<file path="src/rtl/mem_access_controller_if.sv">
// ============================================================================
// Module      : mem_access_controller_if
// Description : Request/response and data-memory bus of mem_access_controller.
// Revision    : 1.0
// ============================================================================
`default_nettype none

interface mem_access_controller_if;
    logic        req_valid;
    logic [2:0]  req_op;
    logic [31:0] req_addr;
    logic [31:0] req_wdata;
    logic        stall;
    logic        rsp_valid;
    logic [31:0] rsp_rdata;
    logic        err;
    logic [31:0] sp;
    logic [31:0] mem_address;
    logic [15:0] mem_write_data;
    logic [15:0] mem_read_data;
    logic        mem_read;
    logic        mem_write;
    logic        mem_cs;
    logic        mem_push;

    // Requester side; it also models the data memory's read port.
    modport master (
        output req_valid, req_op, req_addr, req_wdata, mem_read_data,
        input  stall, rsp_valid, rsp_rdata, err, sp,
        input  mem_address, mem_write_data, mem_read, mem_write, mem_cs, mem_push
    );

    modport slave (
        input  req_valid, req_op, req_addr, req_wdata, mem_read_data,
        output stall, rsp_valid, rsp_rdata, err, sp,
        output mem_address, mem_write_data, mem_read, mem_write, mem_cs, mem_push
    );
endinterface

`default_nettype wire

</file>
<file path="src/rtl/mem_access_controller.sv">
// ============================================================================
// Module      : mem_access_controller
// Description : Memory-stage controller for LOAD/STORE and 16/32-bit stack ops.
// Revision    : 1.0
// ============================================================================
`default_nettype none

module mem_access_controller #(
    parameter logic [31:0] SP_RESET    = 32'h0000_07FF,
    parameter logic [31:0] STACK_LIMIT = 32'h0000_0400
) (
    input  wire logic               clk,
    input  wire logic               rst,
    mem_access_controller_if.slave  bus_if
);

    localparam logic [2:0] OP_NOP    = 3'b000;
    localparam logic [2:0] OP_LOAD   = 3'b001;
    localparam logic [2:0] OP_STORE  = 3'b010;
    localparam logic [2:0] OP_PUSH   = 3'b011;
    localparam logic [2:0] OP_POP    = 3'b100;
    localparam logic [2:0] OP_PUSH32 = 3'b101;
    localparam logic [2:0] OP_POP32  = 3'b110;
    localparam logic [2:0] OP_RSVD   = 3'b111;

    typedef enum logic [1:0] {
        S_IDLE = 2'd0,
        S_ACC1 = 2'd1,
        S_ACC2 = 2'd2
    } state_t;

    state_t      state_q,     state_d;
    logic [2:0]  op_q,        op_d;
    logic        fault_q,     fault_d;
    logic [15:0] wlo_q,       wlo_d;
    logic [15:0] rlo_q,       rlo_d;
    logic [31:0] sp_q,        sp_d;
    logic        rsp_valid_q, rsp_valid_d;
    logic [31:0] rdata_q,     rdata_d;
    logic        err_q,       err_d;
    logic [31:0] mem_addr_q,  mem_addr_d;
    logic [15:0] mem_wdata_q, mem_wdata_d;
    logic        mem_read_q,  mem_read_d;
    logic        mem_write_q, mem_write_d;
    logic        mem_cs_q,    mem_cs_d;
    logic        mem_push_q,  mem_push_d;

    logic        w_req_nop;
    logic        w_req_fault;

    assign w_req_nop = (bus_if.req_op == OP_NOP) || (bus_if.req_op == OP_RSVD);

    // Stack bounds are decided at accept time; SP cannot move until this op retires.
    always_comb begin
        w_req_fault = 1'b0;
        case (bus_if.req_op)
            OP_PUSH:   w_req_fault = (sp_q <  STACK_LIMIT);
            OP_PUSH32: w_req_fault = (sp_q <  (STACK_LIMIT + 32'd1));
            OP_POP:    w_req_fault = (sp_q >= SP_RESET);
            OP_POP32:  w_req_fault = (sp_q >  (SP_RESET - 32'd2));
            default:   w_req_fault = 1'b0;
        endcase
    end

    always_comb begin
        state_d     = state_q;
        op_d        = op_q;
        fault_d     = fault_q;
        wlo_d       = wlo_q;
        rlo_d       = rlo_q;
        sp_d        = sp_q;
        rsp_valid_d = 1'b0;
        rdata_d     = rdata_q;
        err_d       = err_q;
        mem_addr_d  = mem_addr_q;
        mem_wdata_d = mem_wdata_q;
        mem_read_d  = 1'b0;
        mem_write_d = 1'b0;
        mem_cs_d    = 1'b0;
        mem_push_d  = mem_push_q;

        unique case (state_q)
            S_IDLE: begin
                if (bus_if.req_valid) begin
                    op_d    = bus_if.req_op;
                    fault_d = w_req_fault;
                    wlo_d   = bus_if.req_wdata[15:0];
                    if (w_req_nop) begin
                        rsp_valid_d = 1'b1;
                        rdata_d     = 32'h0;
                        err_d       = 1'b0;
                    end else begin
                        state_d     = S_ACC1;
                        mem_wdata_d = bus_if.req_wdata[15:0];
                        case (bus_if.req_op)
                            OP_LOAD: begin
                                mem_addr_d = bus_if.req_addr;
                                mem_read_d = 1'b1;
                            end
                            OP_STORE: begin
                                mem_addr_d  = bus_if.req_addr;
                                mem_write_d = 1'b1;
                            end
                            OP_PUSH: begin
                                mem_addr_d  = sp_q;
                                mem_write_d = 1'b1;
                            end
                            OP_POP: begin
                                mem_addr_d = sp_q + 32'd1;
                                mem_read_d = 1'b1;
                            end
                            OP_PUSH32: begin
                                mem_addr_d  = sp_q;
                                mem_wdata_d = bus_if.req_wdata[31:16];
                                mem_write_d = 1'b1;
                            end
                            OP_POP32: begin
                                mem_addr_d = sp_q + 32'd1;
                                mem_read_d = 1'b1;
                            end
                            default: ;
                        endcase
                        if (w_req_fault) begin
                            mem_read_d  = 1'b0;
                            mem_write_d = 1'b0;
                        end
                        mem_cs_d = ~w_req_fault;
                        if (mem_write_d) begin
                            mem_push_d = ~mem_push_q;
                        end
                    end
                end
            end

            S_ACC1: begin
                if ((op_q == OP_PUSH32) || (op_q == OP_POP32)) begin
                    state_d  = S_ACC2;
                    rlo_d    = bus_if.mem_read_data;
                    mem_cs_d = ~fault_q;
                    if (op_q == OP_PUSH32) begin
                        mem_addr_d  = sp_q - 32'd1;
                        mem_wdata_d = wlo_q;
                        mem_write_d = ~fault_q;
                        mem_push_d  = mem_push_q ^ ~fault_q;
                    end else begin
                        mem_addr_d = sp_q + 32'd2;
                        mem_read_d = ~fault_q;
                    end
                end else begin
                    state_d     = S_IDLE;
                    rsp_valid_d = 1'b1;
                    err_d       = fault_q;
                    rdata_d     = 32'h0;
                    if (!fault_q) begin
                        if ((op_q == OP_LOAD) || (op_q == OP_POP)) begin
                            rdata_d = {16'h0, bus_if.mem_read_data};
                        end
                        if (op_q == OP_PUSH) begin
                            sp_d = sp_q - 32'd1;
                        end
                        if (op_q == OP_POP) begin
                            sp_d = sp_q + 32'd1;
                        end
                    end
                end
            end

            S_ACC2: begin
                state_d     = S_IDLE;
                rsp_valid_d = 1'b1;
                err_d       = fault_q;
                rdata_d     = 32'h0;
                if (!fault_q) begin
                    if (op_q == OP_POP32) begin
                        rdata_d = {bus_if.mem_read_data, rlo_q};
                        sp_d    = sp_q + 32'd2;
                    end else begin
                        sp_d    = sp_q - 32'd2;
                    end
                end
            end

            default: state_d = S_IDLE;
        endcase
    end

    always_ff @(posedge clk or posedge rst) begin
        if (rst) begin
            state_q     <= S_IDLE;
            op_q        <= OP_NOP;
            fault_q     <= 1'b0;
            wlo_q       <= 16'h0;
            rlo_q       <= 16'h0;
            sp_q        <= SP_RESET;
            rsp_valid_q <= 1'b0;
            rdata_q     <= 32'h0;
            err_q       <= 1'b0;
            mem_addr_q  <= 32'h0;
            mem_wdata_q <= 16'h0;
            mem_read_q  <= 1'b0;
            mem_write_q <= 1'b0;
            mem_cs_q    <= 1'b0;
            mem_push_q  <= 1'b0;
        end else begin
            state_q     <= state_d;
            op_q        <= op_d;
            fault_q     <= fault_d;
            wlo_q       <= wlo_d;
            rlo_q       <= rlo_d;
            sp_q        <= sp_d;
            rsp_valid_q <= rsp_valid_d;
            rdata_q     <= rdata_d;
            err_q       <= err_d;
            mem_addr_q  <= mem_addr_d;
            mem_wdata_q <= mem_wdata_d;
            mem_read_q  <= mem_read_d;
            mem_write_q <= mem_write_d;
            mem_cs_q    <= mem_cs_d;
            mem_push_q  <= mem_push_d;
        end
    end

    assign bus_if.stall          = (state_q != S_IDLE) || (bus_if.req_valid && !w_req_nop);
    assign bus_if.rsp_valid      = rsp_valid_q;
    assign bus_if.rsp_rdata      = rdata_q;
    assign bus_if.err            = err_q;
    assign bus_if.sp             = sp_q;
    assign bus_if.mem_address    = mem_addr_q;
    assign bus_if.mem_write_data = mem_wdata_q;
    assign bus_if.mem_read       = mem_read_q;
    assign bus_if.mem_write      = mem_write_q;
    assign bus_if.mem_cs         = mem_cs_q;
    assign bus_if.mem_push       = mem_push_q;

endmodule

`default_nettype wire
</file>
<file path="src/flat_wrapper.sv">
// flat-port wrapper written by rule: the top's interface ports become plain ports
module mem_access_controller_flat 
#(
    parameter logic [31:0] SP_RESET    = 32'h0000_07FF,
    parameter logic [31:0] STACK_LIMIT = 32'h0000_0400
)
  (clk, rst, bus_if_req_valid, bus_if_req_op, bus_if_req_addr, bus_if_req_wdata, bus_if_mem_read_data, bus_if_stall, bus_if_rsp_valid, bus_if_rsp_rdata, bus_if_err, bus_if_sp, bus_if_mem_address, bus_if_mem_write_data, bus_if_mem_read, bus_if_mem_write, bus_if_mem_cs, bus_if_mem_push);
  mem_access_controller_if bus_if_i ();
  input  wire logic clk;
  input  wire logic rst;
  input wire logic [$bits(bus_if_i.req_valid)-1:0] bus_if_req_valid;
  input wire logic [$bits(bus_if_i.req_op)-1:0] bus_if_req_op;
  input wire logic [$bits(bus_if_i.req_addr)-1:0] bus_if_req_addr;
  input wire logic [$bits(bus_if_i.req_wdata)-1:0] bus_if_req_wdata;
  input wire logic [$bits(bus_if_i.mem_read_data)-1:0] bus_if_mem_read_data;
  output wire logic [$bits(bus_if_i.stall)-1:0] bus_if_stall;
  output wire logic [$bits(bus_if_i.rsp_valid)-1:0] bus_if_rsp_valid;
  output wire logic [$bits(bus_if_i.rsp_rdata)-1:0] bus_if_rsp_rdata;
  output wire logic [$bits(bus_if_i.err)-1:0] bus_if_err;
  output wire logic [$bits(bus_if_i.sp)-1:0] bus_if_sp;
  output wire logic [$bits(bus_if_i.mem_address)-1:0] bus_if_mem_address;
  output wire logic [$bits(bus_if_i.mem_write_data)-1:0] bus_if_mem_write_data;
  output wire logic [$bits(bus_if_i.mem_read)-1:0] bus_if_mem_read;
  output wire logic [$bits(bus_if_i.mem_write)-1:0] bus_if_mem_write;
  output wire logic [$bits(bus_if_i.mem_cs)-1:0] bus_if_mem_cs;
  output wire logic [$bits(bus_if_i.mem_push)-1:0] bus_if_mem_push;
  assign bus_if_i.req_valid = bus_if_req_valid;
  assign bus_if_i.req_op = bus_if_req_op;
  assign bus_if_i.req_addr = bus_if_req_addr;
  assign bus_if_i.req_wdata = bus_if_req_wdata;
  assign bus_if_i.mem_read_data = bus_if_mem_read_data;
  assign bus_if_stall = bus_if_i.stall;
  assign bus_if_rsp_valid = bus_if_i.rsp_valid;
  assign bus_if_rsp_rdata = bus_if_i.rsp_rdata;
  assign bus_if_err = bus_if_i.err;
  assign bus_if_sp = bus_if_i.sp;
  assign bus_if_mem_address = bus_if_i.mem_address;
  assign bus_if_mem_write_data = bus_if_i.mem_write_data;
  assign bus_if_mem_read = bus_if_i.mem_read;
  assign bus_if_mem_write = bus_if_i.mem_write;
  assign bus_if_mem_cs = bus_if_i.mem_cs;
  assign bus_if_mem_push = bus_if_i.mem_push;
  mem_access_controller #(.SP_RESET(SP_RESET), .STACK_LIMIT(STACK_LIMIT)) u_core (.clk(clk), .rst(rst), .bus_if(bus_if_i));
endmodule
</file>
<file path="config.mk">
export PLATFORM = sky130hd
export DESIGN_NAME = mem_access_controller_flat
export DESIGN_NICKNAME = d
export VERILOG_FILES = /design/src/rtl/mem_access_controller_if.sv /design/src/rtl/mem_access_controller.sv /design/src/flat_wrapper.sv
export SDC_FILE = /design/constraint.sdc
export NUM_CORES = 1
export LEC_CHECK = 0
export CAP_MARGIN = 0
export CORE_MARGIN = 10
export CORE_UTILIZATION = 35
export CTS_CLUSTER_DIAMETER = 150
export DETAILED_ROUTE_END_ITERATION = 8
export GPL_ROUTABILITY_DRIVEN = 0
export PLACE_DENSITY = 0.58
export SLEW_MARGIN = 10
export SYNTH_ARGS = -nofsm -noshare
export SYNTH_HDL_FRONTEND = slang
export SYNTH_SLANG_ARGS = --single-unit
</file>
<file path="constraint.sdc">
create_clock -name clk -period 5.65 [get_ports clk]
set_input_delay 1.695 -clock clk [delete_from_list [all_inputs] [get_ports clk]]
set_output_delay 1.695 -clock clk [all_outputs]
set_load 0.02 [all_outputs]
</file>
# Word-level counts from Yosys, hierarchy flattened
# Index checks and enable logic that the tools add are counted.
# word_totals
regBits,156
latch_bits,0
mem_bits_rw,0
romBits,0
input_bits,86
output_inout_bits,119
n_memories,0
# op_classes
addsub,4
mul,0
div,0
magnitude_cmp,4
eq_ne,25
shift,0
n_mux,67
bitwise,4
n_reduce_logical,25
# ops
cell,count
$mux 32,16
$pmux 32 s3,2
$pmux 32 s2,2
$mux 16,6
$lt 32x11->1 const B,2
$add 32x1->32 const B,1
$add 32x2->32 const B,1
$ge 32x11->1 const B,1
$gt 32x11->1 const B,1
$pmux 16 s2,1
$sub 32x1->32 const B,1
$sub 32x2->32 const B,1
$mux 1,29
$eq 3x3->1 const B,7
$reduce_and 5->1,3
$ne 2x2->1 const B,5
$eq 3x2->1 const B,3
$ne 2x1->1 const B,4
$pmux 1 s2,4
$eq 3x1->1 const B,2
$mux 2,3
$pmux 1 s3,2
$reduce_and 2->1,3
$reduce_and 6->1,1
18 further kinds,28

# Longest topological paths before layout
# depth
depth_word,11
depth_mapped,11
mapped_depth_nobuf,8

# Worst setup path before layout
# No wires, ideal clock.
# synth_timing
kind,input-to-output
from,input bus_if_req_op[2]
to,output bus_if_stall
t_arrival_ns,2.549
t_required_ns,3.955
setup_slack_ns,1.406
path_stages,4
path_buffers,1
cell_sequence,buf_2 -> or3_1 -> nand3_1 -> nand2_1
# synth_between
elab_chain_cells,5
# synth_rtl
element,line,source
"start, declared",flat_wrapper.sv:12,input wire logic [$bits(bus_if_i.req_op)-1:0] bus_if_req_op;
$eq 3x3->1 / $logic_not 3->1 (equally long branches),mem_access_controller.sv:51,assign w_req_nop = (bus_if.req_op == OP_NOP) || (bus_if.req_op == OP_RSVD);
$logic_or 1x1->1 *,mem_access_controller.sv:51,
$logic_not 1->1 *,mem_access_controller.sv:223,assign bus_if.stall = (state_q != S_IDLE) || (bus_if.req_valid && !w_req_nop);
$logic_and 1x1->1 *,mem_access_controller.sv:223,
$logic_or 1x1->1 *,mem_access_controller.sv:223,
"end, declared",flat_wrapper.sv:16,output wire logic [$bits(bus_if_i.stall)-1:0] bus_if_stall;
# Every way passes the cells marked *; elsewhere a longest branch is shown, timed or not.

# Final worst setup path
# Same ends and word-level chain as after synthesis.

==> reports/metrics.cfg <==
[outcome]
status=complete, no violations

[clock_tree]
holdBufCountCts=0
htreeDepth=4
cts.sinks=156
cts_root_buffer=clkbuf_16
clock_path_buffers=2
clock_latency_ns=0.45
cts_tree=done
cts-resized-gates=0
numCtsBuffers=17
postCtsSetupRepairBufs=0
clkSlewWorstSetupHoldPaths_ns=0.07

[final_layout]
drive_gt1_share_pct=8.518
fin_nets=1623
area_growth_pct=25.97
n_antenna_cell=0
design_area_um2=14090
final_cells=1940

[sta]
fmax_mhz=197.6
report.final.slew_viol_count=0
setup_violations=0
setup_tns_ns=0
min_period_ns=5.060
hold_viol_final=0
period_share_pct=89.55
relSlewSlack_pct=17.01
finalClockSkew_ns=0.01615
rsz0062_at_grt=false
worst_pin_slew_ns=1.235

[die]
die-width_um=198.7
start_util_pct=35.44
core-area_um2=31560
io_pins=205
design.die.area_um2=39500
die_h_um=198.7
std_cell_rows=65

[placed_design]
placement.cell_area_um2=13470
io_buffers=204
placedCellCount=1908
detailed_place_hpwl_um=33630

[power_and_ir_drop]
p_total_mw=7.414
p_per_area_nw_per_um2=526.4
leakagePower_nw=5.272
vdd_ir_drop_max_mv=0.2372

[grt]
gr-usage-all-layers_pct=23.68
grt_overflow_total=0
antenna_found_initial=0
grt_max_degree=123
grt_pass1_wl_um=72160
grt_pass1_vias=11520

[synth]
synth_edf_count=0
ys_seq_area_share_pct=35.03
synth.net_count=1500
synthDistinctLibCells=81
ys_warn_count=0
synthesis.area_um2=11180
synth_top_flop_cell=dfrtp_1
avgSynthCellArea_um2=7.976
ys_ff_latch=156
synth-async-reset-ratio_pct=100.0
synth_cells=1402

[worst_setup_path]
worst-path-buf-inv=2
cp_cell_sequence=clkdlybuf4s50_1 -> or3_1 -> nand3_1 -> nand2_1 -> clkdlybuf4s50_1
cp_common_cell=clkdlybuf4s50_1
timing.critical_path.required_ns=3.95
start_kind=input port
arrival_ns=3.36
cp_max_fo=4
criticalPathCategory=input port to output pin
slowest_delay_ns=0.57
crit_path_end_kind=output pin
slowest_stage=clkdlybuf4s50_1
crit_family=buffers and inverters

[route]
firstDrtPassIters=6
drtIter0Drc=1510
drt-total-wl_um=48100
routedWlPerCell_um=24.79
antenna_left=0
drc=0
via_per_inst=6.256
dr_total_vias=12140

[worst_hold_path]
hp-class=flop to flop

[run]
maxCapViolations=0

==> layout by cell type, fill, tap and decap left out, types with 18 or more instances in the layout <==
cell type and n:
nand2_1 247, mux2_2 19, dfrtp_1 145, nor2_1 80, nand3_1 56, nor4_1 25
buf_4 27, or4_1 18, xnor2_1 43, nor3_1 30, o31ai_1 29, clkdlybuf4s50_1 204
a22oi_1 27, a21oi_1 108, xor2_1 26, o21ai_0 97, nand4_1 35
==> metrics by stage <==
stage / hold slack, ns / utilization, % / setup slack, ns
finish: 0.4716 / 44.64 / 0.5903
global route: 0.4936 / 44.64 / 0.5038
CTS: 0.4751 / 44.64 / 0.5812
detailed placement: 0.4622 / 42.68 / 0.5860
global placement: 0.4572 / 42.68 / 0.5842
floorplan: 0.4461 / - / 1.406
==> where the power goes <==
| group | total, mW | leakage [nW] | internal (mW) | switching, mW |
|---|---|---|---|---|
| clock | 1.26 | 0.299 | 0.679 | 0.581 |
| sequential | 2.35 | 1.93 | 1.58 | 0.772 |
| combinational | 3.80 | 3.04 | 1.45 | 2.35 |
| total | 7.41 | 5.27 | 3.71 | 3.70 |
==> cells in the mapped netlist, types with 7 or more instances <==
cell type  instances  share of area, %
o31ai_1           29               1.9
clkbuf_1          90               3.0
o211ai_1           8              0.54
a31oi_1           14              0.78
a32oi_1            9              0.70
nand2_1          247               8.3
o221a_2            7              0.70
buf_1             14              0.47
mux2i_1           12               1.1
a21oi_1          109               4.9
o221ai_1          11              0.86
dfstp_2           11               2.6
or4_1             18               1.2
xor2_1            26               2.0
mux2_2            19               1.9
nand3b_1           9              0.60
buf_2             22              0.98
dfrtp_1          145                32
o21ai_0           97               4.3
ha_1              12               1.3
a22oi_1           27               1.8
nor3_1            30               1.3
o22ai_1           10              0.56
nor2_1            80               2.7
or2_2              7              0.39
nor4_1            27               1.5
inv_1             18              0.60
a211oi_1          13              0.87
nand3_1           56               2.5
nand4_1           35               2.0
xnor2_1           43               3.4
and3_1            15              0.84
==> registers in the layout, summed over array words and instances, names as in the netlist <==
register	cells
u_core.op_q	3
u_core.bus_if.mem_cs	1
u_core.bus_if.err	1
u_core.state_q	2
u_core.fault_q	1
u_core.bus_if.mem_read	1
u_core.bus_if.mem_write	1
u_core.bus_if.mem_write_data	16
u_core.bus_if.sp	32
u_core.rlo_q	16
u_core.bus_if.rsp_valid	1
u_core.bus_if.rsp_rdata	32
u_core.wlo_q	16
u_core.bus_if.mem_push	1
u_core.bus_if.mem_address	32
==> layer usage <==
layer	GRT usage (%)	part of all wire (%)	vias up
li1	-	-	5415
met2	36.64	44	733
met5	0	0	-
met1	30.38	40	5834
met3	6.962	11	155
met4	9.212	4.3	0
==> path summary, 6_finish.rpt <==
check	start	end	slack, ns	cells past startpoint
setup / recovery	bus_if_req_op[2]	bus_if_stall	0.59	5
hold / removal	u_core.bus_if.mem_push	u_core.bus_if.mem_push	0.47	1
setup reg to reg	u_core.state_q[1]	u_core.bus_if.rsp_rdata[11]	2.03	6
hold reg to reg	u_core.bus_if.mem_push	u_core.bus_if.mem_push	0.47	1
max in group asynchronous	rst	u_core.bus_if.mem_write_data[7]	3.12	3
min in group asynchronous	rst	u_core.bus_if.sp[23]	1.51	2
==> cell type report <==
class	count	area (µm²)
timing repair buffer	232	2265
fill	3153	17470
clock inverter	15	193.9
tap	402	503.0
multi-input combinational	1097	6699
sequential	156	3918
clock buffer	17	425.4
inverter	21	82.58
==> logic make-up (layout without fill, tap and decap cells) <==
group	after synthesis	after routing	synth area share, %
compound gates	405	405	23.74
xor+xnor	69	69	5.405
flops	156	156	35.03
buf+inv	149	285	5.315
fa+ha+maj	12	12	1.343
mux	31	31	2.988
simple gates	580	580	26.17
Note: power is estimated with default switching activity, not from simulation.
